[src/rtl/fp_mult_pipe.sv]
// Pipelined IEEE-754 binary multiplier (unpack, normalise, round, pack) with a
// valid/ready handshake, four rounding modes, DAZ/FTZ and exception flags.
module fp_mult_pipe #(
   parameter  int EXP_WIDTH = 8,
   parameter  int SIG_WIDTH = 23,
   localparam int WIDTH     = 1 + EXP_WIDTH + SIG_WIDTH,
   localparam int BIAS      = 2**(EXP_WIDTH-1) - 1
) (
   input  logic             clk,
   input  logic             rst,
   input  logic             in_valid,
   output logic             in_ready,
   input  logic [WIDTH-1:0] A,
   input  logic [WIDTH-1:0] B,
   input  logic [1:0]       rnd,
   output logic             out_valid,
   input  logic             out_ready,
   output logic [WIDTH-1:0] result,
   output logic [3:0]       flags
);
   localparam int EW = EXP_WIDTH + 2;
   localparam int PW = 2 * (SIG_WIDTH + 1);
   localparam logic signed [EW-1:0]  EXP_ZERO = '0;
   localparam logic signed [EW-1:0]  EXP_ONE  = EW'(1);
   localparam logic signed [EW-1:0]  EXP_MAX  = EW'(2**EXP_WIDTH - 1);
   localparam logic [EXP_WIDTH-1:0]  EXP_ONES = '1;

   typedef enum logic [1:0] {RNE = 2'b00, RTZ = 2'b01, RUP = 2'b10, RDN = 2'b11} rnd_t;
   typedef enum logic [1:0] {SP_NONE, SP_NAN, SP_INF, SP_ZERO} special_t;

   logic adv;
   logic v1, v2, v3;

   assign adv      = !out_valid || out_ready;
   assign in_ready = adv;

   // Unpack: a zero exponent field covers both zero and subnormal (flushed).
   logic [EXP_WIDTH-1:0] ea, eb;
   logic [SIG_WIDTH-1:0] fa, fb;
   logic                 a_zero, b_zero, a_inf, b_inf, a_nan, b_nan;
   logic signed [EW-1:0] exp_sum;
   logic [PW-1:0]        prod;
   special_t             sp_d;
   logic                 inv_d;

   assign ea      = A[WIDTH-2:SIG_WIDTH];
   assign eb      = B[WIDTH-2:SIG_WIDTH];
   assign fa      = A[SIG_WIDTH-1:0];
   assign fb      = B[SIG_WIDTH-1:0];
   assign a_zero  = (ea == '0);
   assign b_zero  = (eb == '0);
   assign a_inf   = (ea == EXP_ONES) && (fa == '0);
   assign b_inf   = (eb == EXP_ONES) && (fb == '0);
   assign a_nan   = (ea == EXP_ONES) && (fa != '0);
   assign b_nan   = (eb == EXP_ONES) && (fb != '0);
   assign exp_sum = $signed({2'b00, ea}) + $signed({2'b00, eb}) - $signed(EW'(BIAS));
   assign prod    = PW'({1'b1, fa}) * PW'({1'b1, fb});

   always_comb begin
      sp_d  = SP_NONE;
      inv_d = 1'b0;
      if (a_nan || b_nan) begin
         sp_d = SP_NAN;
      end else if ((a_inf && b_zero) || (b_inf && a_zero)) begin
         sp_d  = SP_NAN;
         inv_d = 1'b1;
      end else if (a_inf || b_inf) begin
         sp_d = SP_INF;
      end else if (a_zero || b_zero) begin
         sp_d = SP_ZERO;
      end
   end

   logic                 s1_sign, s1_inv;
   logic signed [EW-1:0] s1_exp;
   logic [PW-1:0]        s1_prod;
   rnd_t                 s1_rnd;
   special_t             s1_sp;

   // Normalise: product lies in [1,4); the top bit set means [2,4).
   logic signed [EW-1:0] norm_exp;
   logic [SIG_WIDTH-1:0] norm_frac;
   logic                 norm_g, norm_st;

   always_comb begin
      norm_exp  = s1_exp;
      norm_frac = s1_prod[PW-3:SIG_WIDTH];
      norm_g    = s1_prod[SIG_WIDTH-1];
      norm_st   = |s1_prod[SIG_WIDTH-2:0];
      if (s1_prod[PW-1]) begin
         norm_exp  = s1_exp + EXP_ONE;
         norm_frac = s1_prod[PW-2:SIG_WIDTH+1];
         norm_g    = s1_prod[SIG_WIDTH];
         norm_st   = |s1_prod[SIG_WIDTH-1:0];
      end
   end

   logic                 s2_sign, s2_inv, s2_g, s2_st;
   logic signed [EW-1:0] s2_exp;
   logic [SIG_WIDTH-1:0] s2_frac;
   rnd_t                 s2_rnd;
   special_t             s2_sp;

   logic                 round_up;
   logic [SIG_WIDTH:0]   frac_sum;
   logic signed [EW-1:0] round_exp;

   always_comb begin
      round_up = 1'b0;
      case (s2_rnd)
         RNE: round_up = s2_g && (s2_st || s2_frac[0]);
         RTZ: round_up = 1'b0;
         RUP: round_up = !s2_sign && (s2_g || s2_st);
         RDN: round_up = s2_sign && (s2_g || s2_st);
         default: round_up = 1'b0;
      endcase
   end

   // A carry out of the fraction leaves it all zeros and bumps the exponent.
   assign frac_sum  = {1'b0, s2_frac} + (SIG_WIDTH+1)'(round_up);
   assign round_exp = s2_exp + $signed({{(EW-1){1'b0}}, frac_sum[SIG_WIDTH]});

   logic                 s3_sign, s3_inv, s3_inexact, s3_unf;
   logic signed [EW-1:0] s3_exp;
   logic [SIG_WIDTH-1:0] s3_frac;
   rnd_t                 s3_rnd;
   special_t             s3_sp;

   logic             ovf, to_inf;
   logic [WIDTH-1:0] res_d;
   logic [3:0]       flags_d;

   assign ovf    = !s3_unf && (s3_exp >= EXP_MAX);
   assign to_inf = (s3_rnd == RNE) || (s3_rnd == RUP && !s3_sign) || (s3_rnd == RDN && s3_sign);

   always_comb begin
      res_d   = {s3_sign, s3_exp[EXP_WIDTH-1:0], s3_frac};
      flags_d = {3'b000, s3_inexact};
      case (s3_sp)
         SP_NAN: begin
            res_d   = {1'b0, EXP_ONES, 1'b1, {(SIG_WIDTH-1){1'b0}}};
            flags_d = {s3_inv, 3'b000};
         end
         SP_INF: begin
            res_d   = {s3_sign, EXP_ONES, {SIG_WIDTH{1'b0}}};
            flags_d = '0;
         end
         SP_ZERO: begin
            res_d   = {s3_sign, {(WIDTH-1){1'b0}}};
            flags_d = '0;
         end
         default: begin
            if (s3_unf) begin
               // The product of two normals is never zero, so flushing is always inexact.
               res_d   = {s3_sign, {(WIDTH-1){1'b0}}};
               flags_d = 4'b0011;
            end else if (ovf) begin
               res_d   = to_inf ? {s3_sign, EXP_ONES, {SIG_WIDTH{1'b0}}}
                                : {s3_sign, EXP_ONES - 1'b1, {SIG_WIDTH{1'b1}}};
               flags_d = 4'b0101;
            end
         end
      endcase
   end

   always_ff @(posedge clk) begin
      if (!rst) begin
         v1        <= 1'b0;
         v2        <= 1'b0;
         v3        <= 1'b0;
         out_valid <= 1'b0;
         result    <= '0;
         flags     <= '0;
      end else if (adv) begin
         v1        <= in_valid;
         v2        <= v1;
         v3        <= v2;
         out_valid <= v3;
         if (v3) begin
            result <= res_d;
            flags  <= flags_d;
         end
      end
   end

   // NOTE: stage data registers carry no reset; the valid bits alone say whether they mean anything.
   always_ff @(posedge clk) begin
      if (adv) begin
         s1_sign    <= A[WIDTH-1] ^ B[WIDTH-1];
         s1_exp     <= exp_sum;
         s1_prod    <= prod;
         s1_rnd     <= rnd_t'(rnd);
         s1_sp      <= sp_d;
         s1_inv     <= inv_d;

         s2_sign    <= s1_sign;
         s2_exp     <= norm_exp;
         s2_frac    <= norm_frac;
         s2_g       <= norm_g;
         s2_st      <= norm_st;
         s2_rnd     <= s1_rnd;
         s2_sp      <= s1_sp;
         s2_inv     <= s1_inv;

         s3_sign    <= s2_sign;
         s3_exp     <= round_exp;
         s3_frac    <= frac_sum[SIG_WIDTH-1:0];
         s3_inexact <= s2_g || s2_st;
         s3_unf     <= (s2_exp <= EXP_ZERO);
         s3_rnd     <= s2_rnd;
         s3_sp      <= s2_sp;
         s3_inv     <= s2_inv;
      end
   end

endmodule

[config.mk]
export PLATFORM = sky130hd
export DESIGN_NAME = fp_mult_pipe
export DESIGN_NICKNAME = d
export VERILOG_FILES = /design/src/rtl/fp_mult_pipe.sv
export SDC_FILE = /design/constraint.sdc
export NUM_CORES = 2
export LEC_CHECK = 0
export ABC_AREA = 0
export CAP_MARGIN = 20
export CORE_MARGIN = 2
export CORE_UTILIZATION = 45
export DETAILED_ROUTE_END_ITERATION = 8
export PLACE_DENSITY = 0.67
export SKIP_LAST_GASP = 1
export SYNTH_ARGS = -nofsm -noshare
export SYNTH_HDL_FRONTEND = slang
export SYNTH_SLANG_ARGS = --single-unit
[constraint.sdc]
create_clock -name clk -period 12.8 [get_ports clk]
set_input_delay 3.84 -clock clk [delete_from_list [all_inputs] [get_ports clk]]
set_output_delay 3.84 -clock clk [all_outputs]
set_load 0.005 [all_outputs]
## Word-level counts from Yosys, hierarchy flattened

Index checks and enable logic that the tools add are counted.
W data, S select, Z words.

- Bits in registers: 186
- Input port bits: 70
- Output and inout port bits: 38
- Logic and storage cells: 100

- $add $sub $neg: 5
- Multiply operators: 1
- $lt $le $gt $ge: 2
- Equality and inequality tests: 10
- Mux-type cells: 15
- Bitwise operators: 1
- Reductions and logical operators: 38

Operators by type and width:

| operator | number |
|---|---|
| $pmux W32 S3 | 1 |
| $mux W31 | 2 |
| $mul A24 B24 Y48 | 1 |
| $logic_not A23 Y1 | 2 |
| $reduce_bool A23 Y1 | 2 |
| $add A23 B1 Y24 | 1 |
| $mux W24 | 1 |
| $mux W23 | 1 |
| $reduce_or A23 Y1 | 1 |
| $reduce_or A22 Y1 | 1 |
| $eq A8 B8 Y1 const B | 2 |
| $logic_not A8 Y1 | 2 |
| $eq A2 B2 Y1 const B | 6 |
| $logic_and A1 B1 Y1 | 12 |
| $add A10 B2 Y10 | 1 |
| $add A10 B2 Y10 const B | 1 |
| $ge A10 B9 Y1 const B | 1 |
| $le A10 B1 Y1 const B | 1 |
| $mux W10 | 1 |
| $sub A9 B7 Y10 const B | 1 |
| $add A8 B8 Y9 | 1 |
| $logic_or A1 B1 Y1 | 9 |
| $pmux W4 S2 | 1 |
| $mux W3 | 2 |
| other kinds (9) | 18 |

## Logic depth before layout (Yosys ltp)

- Depth after elaboration: 8
- Depth in mapped cells: 26
- Gate-level depth less buffers: 24

## Least setup slack after synthesis

OpenSTA, ideal clock, no wires.

- Path type: input-to-output
- Start: input port out_ready
- End: output port in_ready
- Arrival time: 8.105 ns
- Required time: 8.960 ns
- Path slack: 0.855 ns
- Stages on the path: 2
- Path buffers: 1
- Path through: nand2b_1 -> clkbuf_1

- Longest elaborated chain between the ends: 1

RTL lines:

| what | RTL line | text |
|---|---|---|
| from (decl) | 17 | `input logic out_ready,` |
| $logic_or A1 B1 Y1 | 34 | `assign adv = !out_valid \|\| out_ready;` |
| to (decl) | 12 | `output logic in_ready,` |

No other way between the ends.

## Final worst setup path

- Start: input port A[8]
- End: register s1_prod[42] (data pin)

- Longest elaborated chain between the ends: 1

RTL lines:

| what | RTL line | text |
|---|---|---|
| from (decl) | 13 | `input logic [WIDTH-1:0] A,` |
| $mul A24 B24 Y48 | 57 | `assign prod = PW'({1'b1, fa}) * PW'({1'b1, fb});` |
| via prod[42] | 42 | `logic [PW-1:0] prod;` |
| to (signal assigned) | 191 | `s1_prod <= prod;` |
| to (decl) | 76 | `logic [PW-1:0] s1_prod;` |

The timed path passes the listed nets, and every way through them passes these cells.
A chain may end at the register's enable or synchronous reset.

==> flow_summary.ini <==
[route]
vias = 18880
drcViolationCount = 0
wl_um = 69110
drtAntennaViolNets = 0
drtIter0Drc = 1227
dr.pass1.iters = 6
viasPerCell = 5.279
avgRoutedWirePerCell_um = 19.33

[synth]
synth.most_common_cell = inv_1
syn_area_per_cell_um2 = 9.709
postSynthCellCount = 2740
syn_area_um2 = 26600
async_flop_share = 0
syn_nets = 3490
yosysTopAreaCellShare = 0.3635
ys_seq_area_frac = 0.1949
synthFlopType = edfxtp_1
ys_types = 63
synth_common_cells = inv_1, fa_1, nand2_1
yosys_register_bits = 186
yosysWarnings = 0
synthTopCellsByArea = fa_1, edfxtp_1, ha_1
synth_area_leader_cell = fa_1
synth_edf_count = 146

[job]
max-cap-violations = 0

[placement]
numPortBuffers = 107
finalWeightedCongestion = 1.001
hpwlAfterDp_um = 56290
pre_cts_ws_ns = 1.255

[cells_and_area]
final_nets = 3540
fill_cells = 5318
seq_area_um2 = 5185
diodes = 0
area_growth_syn_to_layout_pct = 9.519
drive_above_1_share = 0.04567
multi_input_area_um2 = 18710

[timing]
fin_ws_ns = 1.599
fin_skew_ns = 0.01143
drv_slew = 0
post-route-min-period_ns = 11.20
fin_crit_sh = 0.8750
clock.fmax_mhz = 89.28
rsz0062_at_grt = false
maxSlewHeadroom = 0.2783
worstMarginPinSlew_ns = 1.079
hold_viol_final = 0
setup_tns_ns = 0
fin_hold_ws_ns = 0.4235
setup_viol = 0

[cts]
cts_num_sinks = 186
clkTransAtPathRegs_ns = 0.07
ctsResizeCount = 0
cts_tree = done
ctsHoldBuffers = 0
clk_path_buf_depth = 2
cts_htree_levels = 4
clock-root-buffer = clkbuf_16
clk_latency_ns = 0.42
cts_buffers = 17
cts_setup_buffers = 0

[critical_path]
required_ns = 12.96
crit-reg2reg-launch = s2_rnd[1]$_DFFE_PN_
endpoint = s1_prod[42]$_DFFE_PN_
r2r-end = s3_exp[6]$_DFFE_PN_
ff2ff_setup_slack_ns = 9.54
startpoint = A[8]
end_kind = register
worstRegToRegCells = 12
cp-start-kind = input pin
critical_path_class = in -> reg
critPathMaxFanout = 13
crit_arrival_ns = 11.36

[worst_hold_path]
hold_path.class = reg -> reg

[floorplan]
core_um2 = 58690
die_area_um2 = 61080
die_w_um = 247.1
die_h_um = 247.1
start_util = 0.4533
ios = 108
num_rows = 89

[grt]
global_route.usage.total = 0.2374
grt_pass1_vias = 20460
antenna_found_initial = 1
grt_max_degree = 87
overflow = 0
grt_pass1_wl_um = 111600

[status]
outcome = finished, final reports clean
[registers in the layout (all words and copies together) (netlist names), 4 cells and up]
name	cells
s1_prod	48
result	32
s2_frac	23
s3_frac	23
s1_exp	10
s2_exp	10
s3_exp	10
flags	4
[worst min-delay path by stage]
stage,startpoint,endpoint,slack [ns],depth (start not counted)
after CTS,s2_sp[1]$_DFFE_PN_,s3_sp[1]$_DFFE_PN_,0.42,0
final,s2_sp[0]$_DFFE_PN_,s3_sp[0]$_DFFE_PN_,0.42,0
after global routing,s2_inv$_DFFE_PN_,s3_inv$_DFFE_PN_,0.43,0
after global placement,s1_sign$_DFFE_PN_,s2_sign$_DFFE_PN_,0.41,0
after detailed placement,s1_rnd[1]$_DFFE_PN_,s2_rnd[1]$_DFFE_PN_,0.41,0
after floorplan,s1_inv$_SDFFCE_PP0N_,s2_inv$_DFFE_PN_,0.40,0
[cell families after synthesis]
logic type | count (synthesis) | synth area share
simple gates | 786 | 0.1454
buf+inv | 725 | 0.1024
compound gates | 244 | 0.05954
fa+ha+maj | 680 | 0.4561
mux | 27 | 0.01133
flops | 186 | 0.1949
xor+xnor | 92 | 0.03029
[stage by stage]
stage | cell area (um^2) | std cells | util
final | 29140 | 3576 | 0.4965
after global routing | 29140 | 3576 | 0.4965
after CTS | 29100 | 3574 | 0.4958
after detailed placement | 28540 | 3542 | 0.4863
after global placement | 28540 | 3542 | 0.4863
after floorplan | 26600 | 2740 | -
[critical path, stage by stage]
cell and delay (ns):
clkdlybuf4s50_1 0.99, inv_1 0.39, nor2_1 0.21, fa_1 0.46
fa_1 0.54, inv_1 0.07, fa_1 0.47, inv_1 0.05
fa_1 0.49, inv_1 0.05, fa_1 0.52, inv_1 0.05
fa_1 0.47, inv_1 0.05, fa_1 0.47, inv_1 0.04
ha_1 0.32, and2_1 0.22, a2111oi_0 0.46, o211ai_1 0.29
a211oi_1 0.42, o31a_1 0.23, o21ai_1 0.08, xor2_1 0.16
[layer usage]
metal / vias up / part of all wire / GRT usage
met4: 2 / 0.040 / 0.08717
li1: 8492 / - / -
met5: - / 0.00019 / 0
met3: 156 / 0.079 / 0.05014
met1: 9435 / 0.41 / 0.3059
met2: 792 / 0.47 / 0.3941
[placed cells by master (no fill, tap or decap), drive strengths merged, types with 4 or more instances in the layout]
cell / netlist / routed
inv: 595 / 605
fa: 483 / 483
nand2: 338 / 338
and2: 247 / 247
ha: 197 / 197
edfxtp: 146 / 146
clkdlybuf4s50: 0 / 107
xnor2: 71 / 71
a21oi: 69 / 69
nor2: 66 / 66
o21ai: 66 / 66
buf: 4 / 51
dfxtp: 40 / 40
nand3: 36 / 36
a21boi: 29 / 29
nand4: 26 / 26
mux2: 25 / 25
nor4: 22 / 22
xor2: 21 / 21
and3: 17 / 17
clkbuf: 123 / 17
a21o: 15 / 15
nor2b: 10 / 10
nor3: 10 / 10
o21a: 9 / 9
o21bai: 8 / 8
clkinv: 3 / 8
a211oi: 6 / 6
a211o: 5 / 5
o31ai: 5 / 5
or2: 4 / 4
o211ai: 4 / 4
[cell type report]
class,count,area share
tap,773,0.03320
inverter,598,0.07704
sequential,186,0.1780
clock buffer,17,0.01460
clock inverter,15,0.004466
timing repair buffer,158,0.05072
multi-input combinational,1829,0.6420
Power is left out: the tool's default activity adds up to more than one toggle a clock period on the data nets, which glitch-free logic cannot reach.
